[config.mk]
export PLATFORM = sky130hd
export DESIGN_NAME = sram_access_ctrl
export DESIGN_NICKNAME = d
export VERILOG_FILES = /design/src/rtl/sram_access_ctrl.sv
export SDC_FILE = /design/constraint.sdc
export NUM_CORES = 1
export LEC_CHECK = 0
export CAP_MARGIN = 20
export CORE_MARGIN = 3
export CORE_UTILIZATION = 52
export CTS_BUF_LIST = sky130_fd_sc_hd__clkbuf_16
export DETAILED_ROUTE_END_ITERATION = 8
export PLACE_DENSITY = 0.91
export REMOVE_ABC_BUFFERS = 1
export SYNTH_ARGS = -nofsm -noshare
export SYNTH_HDL_FRONTEND = slang
export SYNTH_SLANG_ARGS = --single-unit
[constraint.sdc]
create_clock -name clk -period 5.8 [get_ports clk]
set_input_delay 1.74 -clock clk [delete_from_list [all_inputs] [get_ports clk]]
set_output_delay 1.74 -clock clk [all_outputs]
set_load 0.03 [all_outputs]
[src/rtl/sram_access_ctrl.sv]
// Single-request SRAM phase sequencer: precharge -> word-line access -> one-cycle response.
// Latency accept->rsp_valid is P+A+1 cycles; req_ready is held low until the sequence returns to IDLE.
module sram_access_ctrl #(
  parameter int WIDTH            = 8,
  parameter int PRECHARGE_CYCLES = 1,
  parameter int ACCESS_CYCLES    = 2
) (
  input  logic             clk,
  input  logic             rst_n,
  input  logic             req_valid,
  output logic             req_ready,
  input  logic             req_write,
  input  logic [2:0]       req_addr,
  input  logic [WIDTH-1:0] req_wdata,
  output logic             rsp_valid,
  output logic [WIDTH-1:0] rsp_rdata,
  output logic [2:0]       dec_address,
  output logic             dec_valid,
  output logic             precharge,
  output logic             wr_en,
  output logic [WIDTH-1:0] bit_wdata,
  output logic             sense_en,
  input  logic [WIDTH-1:0] sense_data
);

  typedef enum logic [1:0] {IDLE, PRE, ACCESS, RESP} state_t;

  localparam logic [3:0] PRE_LOAD = 4'(PRECHARGE_CYCLES - 1);
  localparam logic [3:0] ACC_LOAD = 4'(ACCESS_CYCLES - 1);

  state_t           r_state;
  logic [3:0]       r_cnt;
  logic             r_write;
  logic [2:0]       r_addr;
  logic [WIDTH-1:0] r_wdata;

  logic             r_req_ready;
  logic             r_rsp_valid;
  logic [WIDTH-1:0] r_rsp_rdata;
  logic [2:0]       r_dec_address;
  logic             r_dec_valid;
  logic             r_precharge;
  logic             r_wr_en;
  logic [WIDTH-1:0] r_bit_wdata;
  logic             r_sense_en;

  logic w_accept;
  logic w_phase_done;

  assign w_accept     = req_valid && r_req_ready;
  assign w_phase_done = (r_cnt == 4'd0);

  always_ff @(posedge clk or negedge rst_n) begin
    if (!rst_n) begin
      r_state       <= IDLE;
      r_cnt         <= 4'd0;
      r_write       <= 1'b0;
      r_addr        <= 3'd0;
      r_wdata       <= '0;
      r_req_ready   <= 1'b0;
      r_rsp_valid   <= 1'b0;
      r_rsp_rdata   <= '0;
      r_dec_address <= 3'd0;
      r_dec_valid   <= 1'b0;
      r_precharge   <= 1'b0;
      r_wr_en       <= 1'b0;
      r_bit_wdata   <= '0;
      r_sense_en    <= 1'b0;
    end else begin
      r_rsp_valid <= 1'b0;
      case (r_state)
        IDLE: begin
          // Also raises req_ready in the first cycle after reset release.
          r_req_ready <= 1'b1;
          if (w_accept) begin
            r_req_ready <= 1'b0;
            r_write     <= req_write;
            r_addr      <= req_addr;
            r_wdata     <= req_wdata;
            r_precharge <= 1'b1;
            r_cnt       <= PRE_LOAD;
            r_state     <= PRE;
          end
        end
        PRE: begin
          if (w_phase_done) begin
            r_precharge   <= 1'b0;
            r_dec_valid   <= 1'b1;
            r_dec_address <= r_addr;
            r_wr_en       <= r_write;
            r_bit_wdata   <= r_write ? r_wdata : '0;
            r_sense_en    <= !r_write && (ACC_LOAD == 4'd0);
            r_cnt         <= ACC_LOAD;
            r_state       <= ACCESS;
          end else begin
            r_cnt <= r_cnt - 4'd1;
          end
        end
        ACCESS: begin
          if (w_phase_done) begin
            if (r_sense_en) begin
              r_rsp_rdata <= sense_data;
            end
            r_dec_valid   <= 1'b0;
            r_dec_address <= 3'd0;
            r_wr_en       <= 1'b0;
            r_bit_wdata   <= '0;
            r_sense_en    <= 1'b0;
            r_rsp_valid   <= 1'b1;
            r_state       <= RESP;
          end else begin
            // Sense only in the final access cycle, when the bit lines have fully split.
            r_sense_en <= !r_write && (r_cnt == 4'd1);
            r_cnt      <= r_cnt - 4'd1;
          end
        end
        RESP: begin
          r_req_ready <= 1'b1;
          r_state     <= IDLE;
        end
        default: begin
          r_state <= IDLE;
        end
      endcase
    end
  end

  assign req_ready   = r_req_ready;
  assign rsp_valid   = r_rsp_valid;
  assign rsp_rdata   = r_rsp_rdata;
  assign dec_address = r_dec_address;
  assign dec_valid   = r_dec_valid;
  assign precharge   = r_precharge;
  assign wr_en       = r_wr_en;
  assign bit_wdata   = r_bit_wdata;
  assign sense_en    = r_sense_en;

endmodule

## Yosys cells after proc, flatten, opt, wreduce, memory -nomap -nowiden

Index checks and enable logic that the tools add are counted.

| word-level totals | value |
|---|---|
| bits in registers | 43 |
| input bits | 23 |
| output and inout port bits | 25 |
| word-level logic and storage cells | 67 |

| operators by class | value |
|---|---|
| $add $sub $neg | 1 |
| equality and inequality tests | 8 |
| multiplexer cells | 28 |
| reduce and logical (&&, ||, !) cells | 16 |

Operator list:

| cell | count |
|---|---|
| $mux 8 | 3 |
| $pmux 8 s2 | 1 |
| $reduce_and 3->1 | 5 |
| $mux 4 | 3 |
| $pmux 4 s3 | 1 |
| $pmux 1 s2 | 5 |
| $mux 1 | 8 |
| $ne 2x2->1 const B | 4 |
| $pmux 2 s4 | 1 |
| $mux 2 | 3 |
| $mux 3 | 2 |
| $pmux 3 s2 | 1 |
| $reduce_bool 2->1 | 3 |
| $eq 2x2->1 const B | 2 |
| $eq 4x1->1 const B | 1 |
| $logic_not 4->1 | 1 |
| $reduce_and 2->1 | 2 |
| $sub 4x1->4 const B | 1 |
| $reduce_bool 3->1 | 1 |
| $eq 2x1->1 const B | 1 |
| $logic_and 1x1->1 | 2 |
| $logic_not 2->1 | 1 |
| $logic_not 1->1 | 1 |

## Depth between registers and ports, before layout

| depth | value |
|---|---|
| word-level depth | 4 |
| gate-level depth with buffers | 6 |
| depth with buffers taken out | 5 |

## Least setup slack after synthesis

OpenSTA, ideal clock, no wires.

| timing | value |
|---|---|
| path type | input -> register |
| start | input req_valid |
| end | register r_state[1] |
| setup time | 0.125 ns |
| arrival | 2.411 ns |
| required time | 5.675 ns |
| setup slack | 3.265 ns |
| stages | 3 |
| buffers on the path | 0 |
| cell sequence | a21bo_2 -> o21ai_0 -> mux2_2 |

| on the way | value |
|---|---|
| word-level cells in the longest chain between the ends | 3 |

RTL lines:

| element | line | text |
|---|---|---|
| start: declaration | 10 | `input logic req_valid,` |
| $logic_and 1x1->1 | 50 | `assign w_accept = req_valid && r_req_ready;` |
| $ne 2x2->1 (no line) | n/a |  |
| $reduce_and 3->1 (no line) | n/a |  |
| end signal: assignment | 55 | `r_state <= IDLE;` |
| end signal: assignment | 82 | `r_state <= PRE;` |
| end signal: assignment | 94 | `r_state <= ACCESS;` |
| end: declaration | 31 | `state_t r_state;` |

Every way passes these cells.
A chain may end at the register's enable or synchronous reset.

## Final worst setup path

| timing | value |
|---|---|
| start | register r_req_ready (netlist: req_ready) |
| end | output req_ready |

RTL lines:

| element | line | text |
|---|---|---|
| start: declaration | 37 | `logic r_req_ready;` |
| start signal: assignment | 60 | `r_req_ready <= 1'b0;` |
| start signal: assignment | 74 | `r_req_ready <= 1'b1;` |
| start signal: assignment | 76 | `r_req_ready <= 1'b0;` |
| end: declaration | 11 | `output logic req_ready,` |

No word-level cell between the ends.

==> metrics.md <==
| Metric | Value |
|---|---|
| Detailed Route WL | 4336 µm |
| Async SR Flop Fraction | 100.0% |
| Cell-internal power | 0.9560 mW |
| Crit path time final | 3.182 ns |
| Worst Max-Slew Pin Slew | 0.9012 ns |
| Largest net degree at the start of global routing | between 40 and 50 |
| Syn Area/Cell | 12.84 µm² |
| R2r startpoint | r_cnt[0] |
| Total track usage | between 20% and 30% |
| Clock transition at path regs | roughly 0.06 ns |
| Crit. End Element | output pin |
| Startpoint types | flip-flop |
| Largest fanout on the critical path | 7 |
| First-pass GRT wire length | 7072 µm |
| Layout fillers | 224 |
| Pre-CTS setup slack | 2.483 ns |
| Post-synth EDFFs | 0 |
| Met3 Use GR | under 10% |
| Top cell type's share of synthesized area | 56.62% |
| Count of cell types in the netlist | 31 |
| Post-Synth XOR/XNOR Area | 0% |
| H-tree depth | 2 |
| Synth area leaders | dfrtp_1 (57%), mux2_2 (12%), a22o_1 (5.1%) |
| Clock network power share | 16.4% |
| Multiplexer share of the synthesized area | 12.44% |
| Routed length per instance | 17.77 µm |
| M2 GR Usage | 37.55% |
| Peak Freq | about 0.31 GHz |
| Compound-Gate Fraction of Synth Area | 14.88% |
| Cells after Synth | 148 |
| Slowest cell on the critical path | clkdlybuf4s50_1 |
| Status | finished clean |
| Pwr/cell area | 648.1 mW/mm² |
| Leak Pwr | between 1 and 1.5 nW |
| Dpl cell area | 0.002381 mm² |
| Final hold vios | 0 |
| Hold Startpoint | r_wdata[1] |
| Switching power | 0.6787 mW |
| Final setup margin | approximately 2.6 ns |
| Commonest cells in the netlist | dfrtp_1 (43), mux2_2 (20), a22o_1 (11) |
| Register area share after synthesis | 56.62% |
| Worst-case clock buffer depth | 2 |
| Hold-fix buffers, CTS | 0 |
| Hold WS | 0.4941 ns |
| Gate power share | 50.6% |
| GRT overflow | 0 |
| Clk sinks | 43 |
| Vias | 1430 |
| Post-synthesis register bit count | 43 |
| Setup Fix Bufs, Post-CTS | 0 |
| Max Cap Violations | 0 |
| Hold Crit Class | reg -> reg |
| Initial detailed-routing violation count | 104 |
| Grt peak-use layer | met2 |
| Synth Warn # | 0 |
| Fin crit share | 54.85% |
| Final instance area | 0.002522 mm² |
| Cell Rows | 21 |
| Rel. slew slack | 39.92% |
| CTS root buffer | clkbuf_16 |
| Worst-path cell chain | clkdlybuf4s50_1 |
| Core area | 0.003416 mm² |
| Die ar. | between 0.004 and 0.005 mm² |
| Post-Synthesis Cell Area | 0.001901 mm² |
| Most numerous cell in the Yosys netlist | dfrtp_1 |
| Io pins | 48 |
| Crit Path Class | reg -> out |
| WP buf/inv | 1 |
| Peak VDD IR | ~0.36 mV |
| Die Ht | 66.46 µm |
| Cell taking the most area after synthesis | dfrtp_1 |
| Proportion of layout cells with a drive suffix above 1 | 17.68% |
| Via density | 5.861 |
| CTS tree | done |
| Clk_lat worst skew | 0.29 ns |
| Die W | between 60 and 70 µm |
| Clk_skew | 0.003692 ns |
| RSZ-0062 raised after global routing | no |
| Final setup violation count | 0 |
| Sw frac | a little over 40% |
| Antenna violations before repair | 0 |
| Grt met1 use | between 20 and 30% |
| Data arrival, critical path | 1.44 ns |
| Drt first pass iters | 4 |
| ANT nets after route | 0 |
| Vias in the first global route | 1525 |
| DP Wirelength | around 3000 µm |
| Largest family of logic cells by synthesized area | compound AO/OA/AOI/OAI gates |
| Nets | 226 |
| RePlAce Congestion | 0.8118 |
| Initial core utilization | 55.64% |
| Most used flip-flop cell after synthesis | dfrtp_1 |
| Stages on the worst setup path | 1 |
| Post-Synth Simple-Gate Area | 8.690% |
| CP Launch Point | req_ready |
| Flop pwr share | 32.9% |
| Critical Path RT | 4.06 ns |
| Port Buf Inserts | 47 |
| Kind of cell adding the most delay to the critical path | buffers and inverters |
| Worst reg-to-reg path cell count | 5 |
| Hold Path Cell Cnt | 1 |
| Inserted Diodes | 0 |
| TritonCTS Buffers | 5 |
| Slew Limit Fails | 0 |
| TNS Setup | 0 ns |
| Drt drc | 0 |
| Delay of the slowest critical-path stage | roughly 0.71 ns |
| Area Growth Syn to Fin | 32.72% |
| Post-CTS resize count | 0 |
| Adder-cell share of the synthesized area | roughly 3.9% |
## through the flow
step / power, mW / utilization (%) / cells
after floorplan: 1.059 / - / 143
after global placement: 1.308 / 69.71 / 236
after detailed placement: 1.358 / 69.71 / 236
after CTS: 1.637 / 73.85 / 244
after global routing: 1.724 / 73.85 / 244
final: 1.635 / 73.85 / 244
## sequential cells by signal, summed over array words and instances, names as in the netlist
signal / cells
r_addr: 3
rsp_valid: 1
rsp_rdata: 8
sense_en: 1
bit_wdata: 8
dec_valid: 1
r_wdata: 8
precharge: 1
req_ready: 1
wr_en: 1
dec_address: 3
r_write: 1
r_state: 2
r_cnt: 4
## layout make-up
class	instances	area [µm²]	share of cell area, %
clock buffers	5	125.1	4.960
clock inverters	3	16.27	0.6448
inverters	6	22.52	0.8929
multi-input cells	94	759.5	30.11
flip-flops and latches	43	1076	42.66
well taps	46	57.56	2.282
repair buffers	47	465.4	18.45
## cell usage in the layout, fill, tap and decap left out, drive strengths merged, types with 6 or more instances in the layout
master         count
o21ai              8
dfrtp             43
a31oi              6
ha                 6
a22o              11
nor2               7
clkdlybuf4s50     46
mux2              21
nand2              6
inv                7
## layer usage
metal  routed length, µm  vias to the layer above
met3                 298                       12
met2                2336                       61
met5                   0                        -
met4                  95                        0
li1                    -                      642
met1                1606                      715
## worst paths after layout
check | end | slack [ns]
worst max-delay path | req_ready | 2.62
worst min register to register | bit_wdata[1] | 0.49
worst max register to register | rsp_rdata[5] | 3.46
max in group asynchronous | rsp_rdata[0] | 3.65
worst min-delay path | bit_wdata[1] | 0.49
min in group asynchronous | precharge | 1.58
## power by group through the flow
stage	registers (mW)	logic (mW)	clock network [mW]
after floorplan	0.666	0.393	0
after global placement	0.525	0.783	0
after detailed placement	0.538	0.821	0
after CTS	0.538	0.827	0.272
after global routing	0.552	0.888	0.284
final	0.539	0.828	0.269
## kinds of logic after synthesis
family,count (synthesis)
compound gates,40
fa+ha+maj,6
buf+inv,11
flops,43
mux,21
simple gates,27
Note: power is estimated with default switching activity, not from simulation.
